### src/rtl/dds_port_pkg.sv
// dds_port_pkg -- shared definitions for the DDS parallel-port receiver.
//
// Purpose : register address map, MODE encodings, the buffer/active bank
//           layout with its default value, and helpers that apply a byte
//           write to a bank or read one mapped byte back from it.
// Ports   : none (package).
package dds_port_pkg;

    // Parallel-port byte addresses
    localparam logic [4:0] ADDR_PTW1_HI  = 5'h00;
    localparam logic [4:0] ADDR_PTW1_LO  = 5'h01;
    localparam logic [4:0] ADDR_PTW2_HI  = 5'h02;
    localparam logic [4:0] ADDR_PTW2_LO  = 5'h03;
    localparam logic [4:0] ADDR_FTW1_0   = 5'h04;  // FTW1[47:40]
    localparam logic [4:0] ADDR_FTW1_5   = 5'h09;  // FTW1[7:0]
    localparam logic [4:0] ADDR_FTW2_0   = 5'h0A;
    localparam logic [4:0] ADDR_FTW2_5   = 5'h0F;
    localparam logic [4:0] ADDR_DFW_0    = 5'h10;
    localparam logic [4:0] ADDR_DFW_5    = 5'h15;
    localparam logic [4:0] ADDR_GAP_LO   = 5'h16;  // 0x16..0x19 unmapped
    localparam logic [4:0] ADDR_GAP_HI   = 5'h19;
    localparam logic [4:0] ADDR_RAMP_HI  = 5'h1A;
    localparam logic [4:0] ADDR_RAMP_MID = 5'h1B;
    localparam logic [4:0] ADDR_RAMP_LO  = 5'h1C;
    localparam logic [4:0] ADDR_RSVD     = 5'h1D;  // unmapped
    localparam logic [4:0] ADDR_PLL      = 5'h1E;
    localparam logic [4:0] ADDR_MODE     = 5'h1F;

    typedef enum logic [2:0] {
        MODE_SINGLE_TONE = 3'b000,
        MODE_FSK         = 3'b001,
        MODE_RAMPED_FSK  = 3'b010,
        MODE_CHIRP       = 3'b011,
        MODE_BPSK        = 3'b100
    } mode_e;

    // One register bank. MODE is kept as raw bits: the port can write any
    // 3-bit value and the bank must reflect it verbatim.
    typedef struct packed {
        logic [13:0] ptw1;
        logic [13:0] ptw2;
        logic [47:0] ftw1;
        logic [47:0] ftw2;
        logic [47:0] dfw;
        logic [19:0] ramprate;
        logic [2:0]  mode;
        logic        triangle;
        logic        pllen;
        logic        pllrange;
        logic [4:0]  clkmult;
    } bank_t;

    localparam bank_t BANK_DEFAULT = '0;

    function automatic logic in_range(input logic [4:0] a,
                                      input logic [4:0] lo,
                                      input logic [4:0] hi);
        return (a >= lo) && (a <= hi);
    endfunction

    function automatic logic addr_mapped(input logic [4:0] a);
        return !(in_range(a, ADDR_GAP_LO, ADDR_GAP_HI) || (a == ADDR_RSVD));
    endfunction

    // Byte index 0..5 inside a 48-bit word, 0 being the most significant byte.
    function automatic logic [2:0] byte_idx(input logic [4:0] a,
                                            input logic [4:0] base);
        logic [4:0] off;
        off = a - base;
        return off[2:0];
    endfunction

    function automatic logic [47:0] set_byte48(input logic [47:0] w,
                                               input logic [2:0]  idx,
                                               input logic [7:0]  d);
        logic [47:0] r;
        r = w;
        for (int i = 0; i < 6; i++) begin
            if (idx == 3'(i)) r[47-8*i -: 8] = d;
        end
        return r;
    endfunction

    function automatic logic [7:0] get_byte48(input logic [47:0] w,
                                              input logic [2:0]  idx);
        logic [7:0] r;
        r = '0;
        for (int i = 0; i < 6; i++) begin
            if (idx == 3'(i)) r = w[47-8*i -: 8];
        end
        return r;
    endfunction

    // Apply one port write to a bank; unmapped addresses leave it untouched.
    function automatic bank_t bank_write(input bank_t      b,
                                         input logic [4:0] a,
                                         input logic [7:0] d);
        bank_t r;
        r = b;
        if (in_range(a, ADDR_FTW1_0, ADDR_FTW1_5)) begin
            r.ftw1 = set_byte48(b.ftw1, byte_idx(a, ADDR_FTW1_0), d);
        end else if (in_range(a, ADDR_FTW2_0, ADDR_FTW2_5)) begin
            r.ftw2 = set_byte48(b.ftw2, byte_idx(a, ADDR_FTW2_0), d);
        end else if (in_range(a, ADDR_DFW_0, ADDR_DFW_5)) begin
            r.dfw = set_byte48(b.dfw, byte_idx(a, ADDR_DFW_0), d);
        end else begin
            case (a)
                ADDR_PTW1_HI:  r.ptw1[13:8]      = d[5:0];
                ADDR_PTW1_LO:  r.ptw1[7:0]       = d;
                ADDR_PTW2_HI:  r.ptw2[13:8]      = d[5:0];
                ADDR_PTW2_LO:  r.ptw2[7:0]       = d;
                ADDR_RAMP_HI:  r.ramprate[19:16] = d[3:0];
                ADDR_RAMP_MID: r.ramprate[15:8]  = d;
                ADDR_RAMP_LO:  r.ramprate[7:0]   = d;
                ADDR_PLL: begin
                    r.pllrange = d[6];
                    r.pllen    = d[5];
                    r.clkmult  = d[4:0];
                end
                ADDR_MODE: begin
                    r.mode     = d[6:4];
                    r.triangle = d[2];
                end
                default: ;
            endcase
        end
        return r;
    endfunction

    // Read one byte back in the same packing used for writes; bits with no
    // storage and unmapped addresses read as 0.
    function automatic logic [7:0] bank_read(input bank_t      b,
                                             input logic [4:0] a);
        logic [7:0] r;
        r = '0;
        if (in_range(a, ADDR_FTW1_0, ADDR_FTW1_5)) begin
            r = get_byte48(b.ftw1, byte_idx(a, ADDR_FTW1_0));
        end else if (in_range(a, ADDR_FTW2_0, ADDR_FTW2_5)) begin
            r = get_byte48(b.ftw2, byte_idx(a, ADDR_FTW2_0));
        end else if (in_range(a, ADDR_DFW_0, ADDR_DFW_5)) begin
            r = get_byte48(b.dfw, byte_idx(a, ADDR_DFW_0));
        end else begin
            case (a)
                ADDR_PTW1_HI:  r = {2'b00, b.ptw1[13:8]};
                ADDR_PTW1_LO:  r = b.ptw1[7:0];
                ADDR_PTW2_HI:  r = {2'b00, b.ptw2[13:8]};
                ADDR_PTW2_LO:  r = b.ptw2[7:0];
                ADDR_RAMP_HI:  r = {4'b0000, b.ramprate[19:16]};
                ADDR_RAMP_MID: r = b.ramprate[15:8];
                ADDR_RAMP_LO:  r = b.ramprate[7:0];
                ADDR_PLL:      r = {1'b0, b.pllrange, b.pllen, b.clkmult};
                ADDR_MODE:     r = {1'b0, b.mode, 1'b0, b.triangle, 2'b00};
                default:       r = '0;
            endcase
        end
        return r;
    endfunction

endpackage

### src/rtl/dds_edge_sync.sv
// dds_edge_sync -- multi-flop synchronizer with rising-edge detect.
//
// Purpose : brings one asynchronous level into the clk_i domain and flags
//           the cycle in which its synchronized value goes 0 -> 1.
// Ports   : clk_i    clock
//           rst_n_i  synchronous active-low reset (clears chain and history)
//           async_i  asynchronous input level
//           level_o  synchronized level (last chain stage)
//           rise_o   one-cycle rising-edge indication (combinational)
module dds_edge_sync #(
    parameter int SYNC_STAGES = 2   // legal 2..4
) (
    input  logic clk_i,
    input  logic rst_n_i,
    input  logic async_i,
    output logic level_o,
    output logic rise_o
);

    logic [SYNC_STAGES-1:0] sync_q;
    logic                   prev_q;

    always_ff @(posedge clk_i) begin
        if (!rst_n_i) begin
            sync_q <= '0;
            prev_q <= 1'b0;
        end else begin
            sync_q <= {sync_q[SYNC_STAGES-2:0], async_i};
            prev_q <= sync_q[SYNC_STAGES-1];
        end
    end

    // History resets to 0 together with the chain, so the first cycle after
    // reset release can never report an edge.
    assign level_o = sync_q[SYNC_STAGES-1];
    assign rise_o  = sync_q[SYNC_STAGES-1] & ~prev_q;

endmodule

### src/rtl/dds_port_rx.sv
// dds_port_rx -- DDS parallel-port register receiver.
//
// Purpose : byte writes from an asynchronous parallel port land in a buffer
//           bank; an asynchronous update clock copies the whole buffer bank
//           to the active bank driving the outputs. DDSRESET (async level)
//           holds both banks at their defaults.
// Ports   : CLK, RESETN (sync, active-low)
//           WRITE, AIN[4:0], DIN[7:0]   port write strobe, address, data
//           UDCLK                       update (transfer) strobe
//           DDSRESET                    device reset level, active-high
//           FTW1/FTW2/DFW[47:0], PTW1/PTW2[13:0], RAMPRATE[19:0],
//           MODE[2:0], TRIANGLE, PLLEN, PLLRANGE, CLKMULT[4:0]  active bank
//           UPDATED   one-cycle pulse when the active bank is loaded
//           ADDRERR   one-cycle pulse on a write to an unmapped address
// Config  : define DDS_PORT_RX_READBACK_EN to add RDADDR[4:0] / RDDATA[7:0],
//           a registered readback of the buffer bank (one-cycle latency).
module dds_port_rx
    import dds_port_pkg::*;
#(
    parameter int SYNC_STAGES = 2   // legal 2..4
) (
    input  logic        CLK,
    input  logic        RESETN,
    input  logic        WRITE,
    input  logic [4:0]  AIN,
    input  logic [7:0]  DIN,
    input  logic        UDCLK,
    input  logic        DDSRESET,
    output logic [47:0] FTW1,
    output logic [47:0] FTW2,
    output logic [47:0] DFW,
    output logic [13:0] PTW1,
    output logic [13:0] PTW2,
    output logic [19:0] RAMPRATE,
    output logic [2:0]  MODE,
    output logic        TRIANGLE,
    output logic        PLLEN,
    output logic        PLLRANGE,
    output logic [4:0]  CLKMULT,
    output logic        UPDATED,
    output logic        ADDRERR
`ifdef DDS_PORT_RX_READBACK_EN
    ,
    input  logic [4:0]  RDADDR,
    output logic [7:0]  RDDATA
`endif
);

    logic wr_lvl, wr_rise;
    logic ud_lvl, ud_rise;
    logic drst_lvl, drst_rise;

    dds_edge_sync #(.SYNC_STAGES(SYNC_STAGES)) u_sync_write (
        .clk_i   (CLK),
        .rst_n_i (RESETN),
        .async_i (WRITE),
        .level_o (wr_lvl),
        .rise_o  (wr_rise)
    );

    dds_edge_sync #(.SYNC_STAGES(SYNC_STAGES)) u_sync_udclk (
        .clk_i   (CLK),
        .rst_n_i (RESETN),
        .async_i (UDCLK),
        .level_o (ud_lvl),
        .rise_o  (ud_rise)
    );

    dds_edge_sync #(.SYNC_STAGES(SYNC_STAGES)) u_sync_ddsreset (
        .clk_i   (CLK),
        .rst_n_i (RESETN),
        .async_i (DDSRESET),
        .level_o (drst_lvl),
        .rise_o  (drst_rise)
    );

    // Strobes act on edges only and DDSRESET acts on its level.
    logic unused_sync;
    assign unused_sync = wr_lvl ^ ud_lvl ^ drst_rise;

    bank_t shadow_q, shadow_d;
    bank_t active_q, active_d;
    logic  updated_q, updated_d;
    logic  addrerr_q, addrerr_d;

    always_comb begin
        shadow_d  = shadow_q;
        active_d  = active_q;
        updated_d = 1'b0;
        addrerr_d = 1'b0;
        if (drst_lvl) begin
            shadow_d = BANK_DEFAULT;
            active_d = BANK_DEFAULT;
        end else begin
            if (wr_rise) begin
                if (addr_mapped(AIN)) begin
                    shadow_d = bank_write(shadow_q, AIN, DIN);
                end else begin
                    addrerr_d = 1'b1;
                end
            end
            // Transfer the post-write buffer so a write detected in the same
            // cycle as the update is included.
            if (ud_rise) begin
                active_d  = shadow_d;
                updated_d = 1'b1;
            end
        end
    end

    always_ff @(posedge CLK) begin
        if (!RESETN) begin
            shadow_q  <= BANK_DEFAULT;
            active_q  <= BANK_DEFAULT;
            updated_q <= 1'b0;
            addrerr_q <= 1'b0;
        end else begin
            shadow_q  <= shadow_d;
            active_q  <= active_d;
            updated_q <= updated_d;
            addrerr_q <= addrerr_d;
        end
    end

    assign FTW1     = active_q.ftw1;
    assign FTW2     = active_q.ftw2;
    assign DFW      = active_q.dfw;
    assign PTW1     = active_q.ptw1;
    assign PTW2     = active_q.ptw2;
    assign RAMPRATE = active_q.ramprate;
    assign MODE     = active_q.mode;
    assign TRIANGLE = active_q.triangle;
    assign PLLEN    = active_q.pllen;
    assign PLLRANGE = active_q.pllrange;
    assign CLKMULT  = active_q.clkmult;
    assign UPDATED  = updated_q;
    assign ADDRERR  = addrerr_q;

`ifdef DDS_PORT_RX_READBACK_EN
    logic [7:0] rddata_q;

    always_ff @(posedge CLK) begin
        if (!RESETN) begin
            rddata_q <= '0;
        end else begin
            rddata_q <= bank_read(shadow_q, RDADDR);
        end
    end

    assign RDDATA = rddata_q;
`endif

endmodule

### config.mk
export PLATFORM = sky130hd
export DESIGN_NAME = dds_port_rx
export DESIGN_NICKNAME = d
export VERILOG_FILES = /design/src/rtl/dds_port_pkg.sv /design/src/rtl/dds_edge_sync.sv /design/src/rtl/dds_port_rx.sv
export SDC_FILE = /design/constraint.sdc
export NUM_CORES = 1
export LEC_CHECK = 0
export ABC_AREA = 1
export BUFFER_PORTS_ARGS = -buffer_cell sky130_fd_sc_hd__clkbuf_2
export CORE_UTILIZATION = 45
export CTS_CLUSTER_SIZE = 25
export DETAILED_ROUTE_END_ITERATION = 7
export SYNTH_ARGS = -nofsm -noshare
export SYNTH_HDL_FRONTEND = slang
export SYNTH_SLANG_ARGS = --single-unit
### constraint.sdc
create_clock -name CLK -period 5.36 [get_ports CLK]
set_clock_uncertainty 0.2 [all_clocks]
set_input_delay 0.268 -clock CLK [delete_from_list [all_inputs] [get_ports CLK]]
set_output_delay 0.268 -clock CLK [all_outputs]
set_load 0.01 [all_outputs]
==> run summary <==
Status: finished clean
Clock transition at path regs: 60 ps
Ranking of synthesized cells by area: dfxtp_1 (43%), nand2_1 (21%), nor2_1 (6.9%)
Final min period: 3070 ps
Top-area cell type share of the netlist area: 43.0%
CTS Buf Count: 48
Netlist cell types: 30
Final ANT Viol Nets: 0
Tot GR Track Use: 26.6%
Cells after Synth: 3025
Power Internal: 0.00551 W
# port buffers: 222
Crit path required time: 5640 ps
Clk Latency, worst-skew pair: 590 ps
Crit end category: flip-flop
RSZ-0062 raised after global routing: no
Fmax: 0.326 GHz
Hold buffers post-CTS: 7
Detailed Place HPWL: 36000 um
Reg2reg start: u_sync_write.sync_q[1]
Largest net degree at the start of global routing: 175
Cell area after synthesis: 19300 sq um
RR Endpoint: CLKMULT[1]
Peak supply drop: 0.206 mV
CTS resizes: 0
Drt pass-1 iters: 5
Top-count cell post-synth: nand2_1
Top cell type by total area after synthesis: dfxtp_1
Share of layout cells above drive strength 1: 11.6%
Switching share of power: 25.2%
Clock Tree Root: clkbuf_16
Vias in the first global route: 17073
Net Switching: 0.00186 W
Max stage delay on crit path: 640 ps
GRT overflow: 0
Final count of negative-setup-slack endpoints: 0
Initial core utilization: 45.9%
Crit path from: AIN[2]
Top cells by count, synth: nand2_1 (1103), dfxtp_1 (416), nor2_1 (354)
# diodes: 0
Global-route wire length before repair: 93300 um
Max transition margin: 21.7%
Drt total wl: 58900 um
CTS Buffer Depth: 3
Worst reg-to-reg path cell count: 8
Post-Syn Area per Cell: 6.40 sq um
Post-synth EDFFs: 0
CTS tree: yes
Combinational power share: 8.4%
Crit path to: FTW2[13]
Final-layout fill cell count: 4208
Slew Limit Fails: 0
Pwr dens: 331 nW/um^2
Layout Nets: 3153
Hold Path Class: input pin to flip-flop
Setup TNS: 0 ps
Pleak: 10.6 nW
Clock sink count: 416
Hold Vio Cnt, Final: 0
Critical Setup Path Class: input pin to flip-flop
Clock power share: 48.0%
DR vias: 18785
Core Region: 42100 sq um
Syn_nets: 3047
Asr flop ratio synth: 0%
Buffers inserted by post-CTS timing repair: 0
Worst EP arrival: 3350 ps
Final worst-path cycle share: 57.3%
Critical-path top delay cell: nor2_4
Main flop type after synthesis: dfxtp_1
Die boundary width: 209 um
Vias per inst: 5.06
DR WL/cell: 15.9 um
# H-tree levels: 2
DIE HEIGHT: 209 um
Max Cap Viol: 0
Actual slew at the worst max-slew pin: 1170 ps
Worst setup SP type: input pin
Antenna violations before repair: 2
Post-synthesis sequential area ratio: 43.0%
Starting DRT DRC Count: 1461
Number of synthesized register bits: 416
Util after Layout: 52.9%
DIE AREA: 43800 sq um
Area Growth Syn to Fin: 15.2%
# DRC: 0
Sequential Power Share: 43.6%
Ys Warns: 0
Crit Path Max Fanout: 64
Critical Path, Cell by Cell: clkbuf_2 > inv_2 > ha_1 > a21oi_1 > nand2_2 > nand3_4 > inv_2 > nor2_4 > nand2_2 > nand2_1 > nand3_1 > nand2_1 > inv_1
Num rows: 75
Reg2Reg Setup Slack: 2360 ps
Routability Congestion: 0.781
Io pins: 223
==> power groups by stage <==
stage	Combinational (W)	Sequential, W	Clock, W
CTS	0.000623	0.00321	0.00359
floorplan	0.000372	0.00330	0
global placement	0.000615	0.00328	0
detailed placement	0.000617	0.00328	0
finish	0.000620	0.00321	0.00354
global route	0.000686	0.00322	0.00372
==> per-layer routing <==
layer,vias up,global-route usage (%),part of all wire [%]
met1,8611,35.3,46
li1,9638,-,-
met2,458,44.9,47
met3,74,4.65,5.4
met5,-,0,0.039
met4,4,6.59,1.7
==> kinds of logic after synthesis <==
kind of cell	after synthesis	share of synthesized area [%]
buffers and inverters	484	9.84
AND/OR/NAND/NOR	1714	35.7
AO/OA/AOI/OAI	407	11.2
flip-flops	416	43.0
adder cells (fa/ha/maj)	4	0.259
==> layout by cell type, fill, tap and decap left out, types with 2 or more instances in the layout <==
cell type,n
nand2_1,1103
dfxtp_1,416
nor2_1,352
inv_1,286
nand3_1,222
clkbuf_2,222
a21oi_1,172
o21ai_0,163
clkbuf_16,49
o211ai_1,28
o21ai_1,28
a21oi_2,16
clkbuf_1,15
buf_4,13
bufinv_16,9
clkinv_2,8
nor2_4,7
nor2_2,7
dlygate4sd3_1,7
inv_2,5
nand2_2,5
nand3_2,5
clkbuf_8,5
nor3_1,4
ha_1,4
nand3_4,3
buf_12,3
inv_4,2
nand2_4,2
inv_6,2
==> stage by stage <==
| step | hold slack (ps) | std cells | cell area, sq um | setup WS (ps) | total power, W |
|---|---|---|---|---|---|
| after global routing | 163 | 3709 | 22300 | 1990 | 0.00762 |
| after CTS | 147 | 3709 | 22300 | 2310 | 0.00743 |
| final | 167 | 3709 | 22300 | 2290 | 0.00737 |
| after global placement | 193 | 3613 | 20500 | 1810 | 0.00389 |
| after floorplan | 166 | 3025 | 19300 | 3200 | 0.00367 |
| after detailed placement | 205 | 3613 | 20500 | 1710 | 0.00390 |
==> how the worst min path moves through the flow <==
stage,cells past startpoint,to,from,slack [ps]
2_1_floorplan,2,u_sync_ddsreset.sync_q[0],DDSRESET,170
3_3_place_gp,2,u_sync_udclk.sync_q[1],u_sync_udclk.sync_q[0],190
4_1_cts,3,shadow_q[93],DIN[6],150
6_report,3,shadow_q[91],DIN[4],170
3_5_place_dp,2,u_sync_ddsreset.sync_q[1],u_sync_ddsreset.sync_q[0],200
5_1_grt,3,shadow_q[93],DIN[6],160
==> flip-flops by register name, indices dropped and copies added (netlist names), 2 cells and up <==
signal	count
CLKMULT	5
DFW	48
FTW1	48
FTW2	48
MODE	3
PTW1	14
PTW2	14
RAMPRATE	20
shadow_q	203
u_sync_ddsreset.sync_q	2
u_sync_udclk.sync_q	2
u_sync_write.sync_q	2
==> final cells by class <==
type                       instances  area (sq um)  share of cell area, %
timing repair buffer             245          1340                   6.01
inverter                         295          1120                   5.02
tap                              539           674                   3.03
clock buffer                      69          1350                   6.06
clock inverter                    20           337                   1.51
sequential                       416          8330                   37.4
multi-input combinational       2125          9140                   41.0
==> critical path: cells and delay by family <==
kind	cells	cell delay, ps
buf+inv	4	710
fa+ha+maj	1	250
compound gates	1	180
simple gates	7	1930
Power figures use the tool's default switching activity.
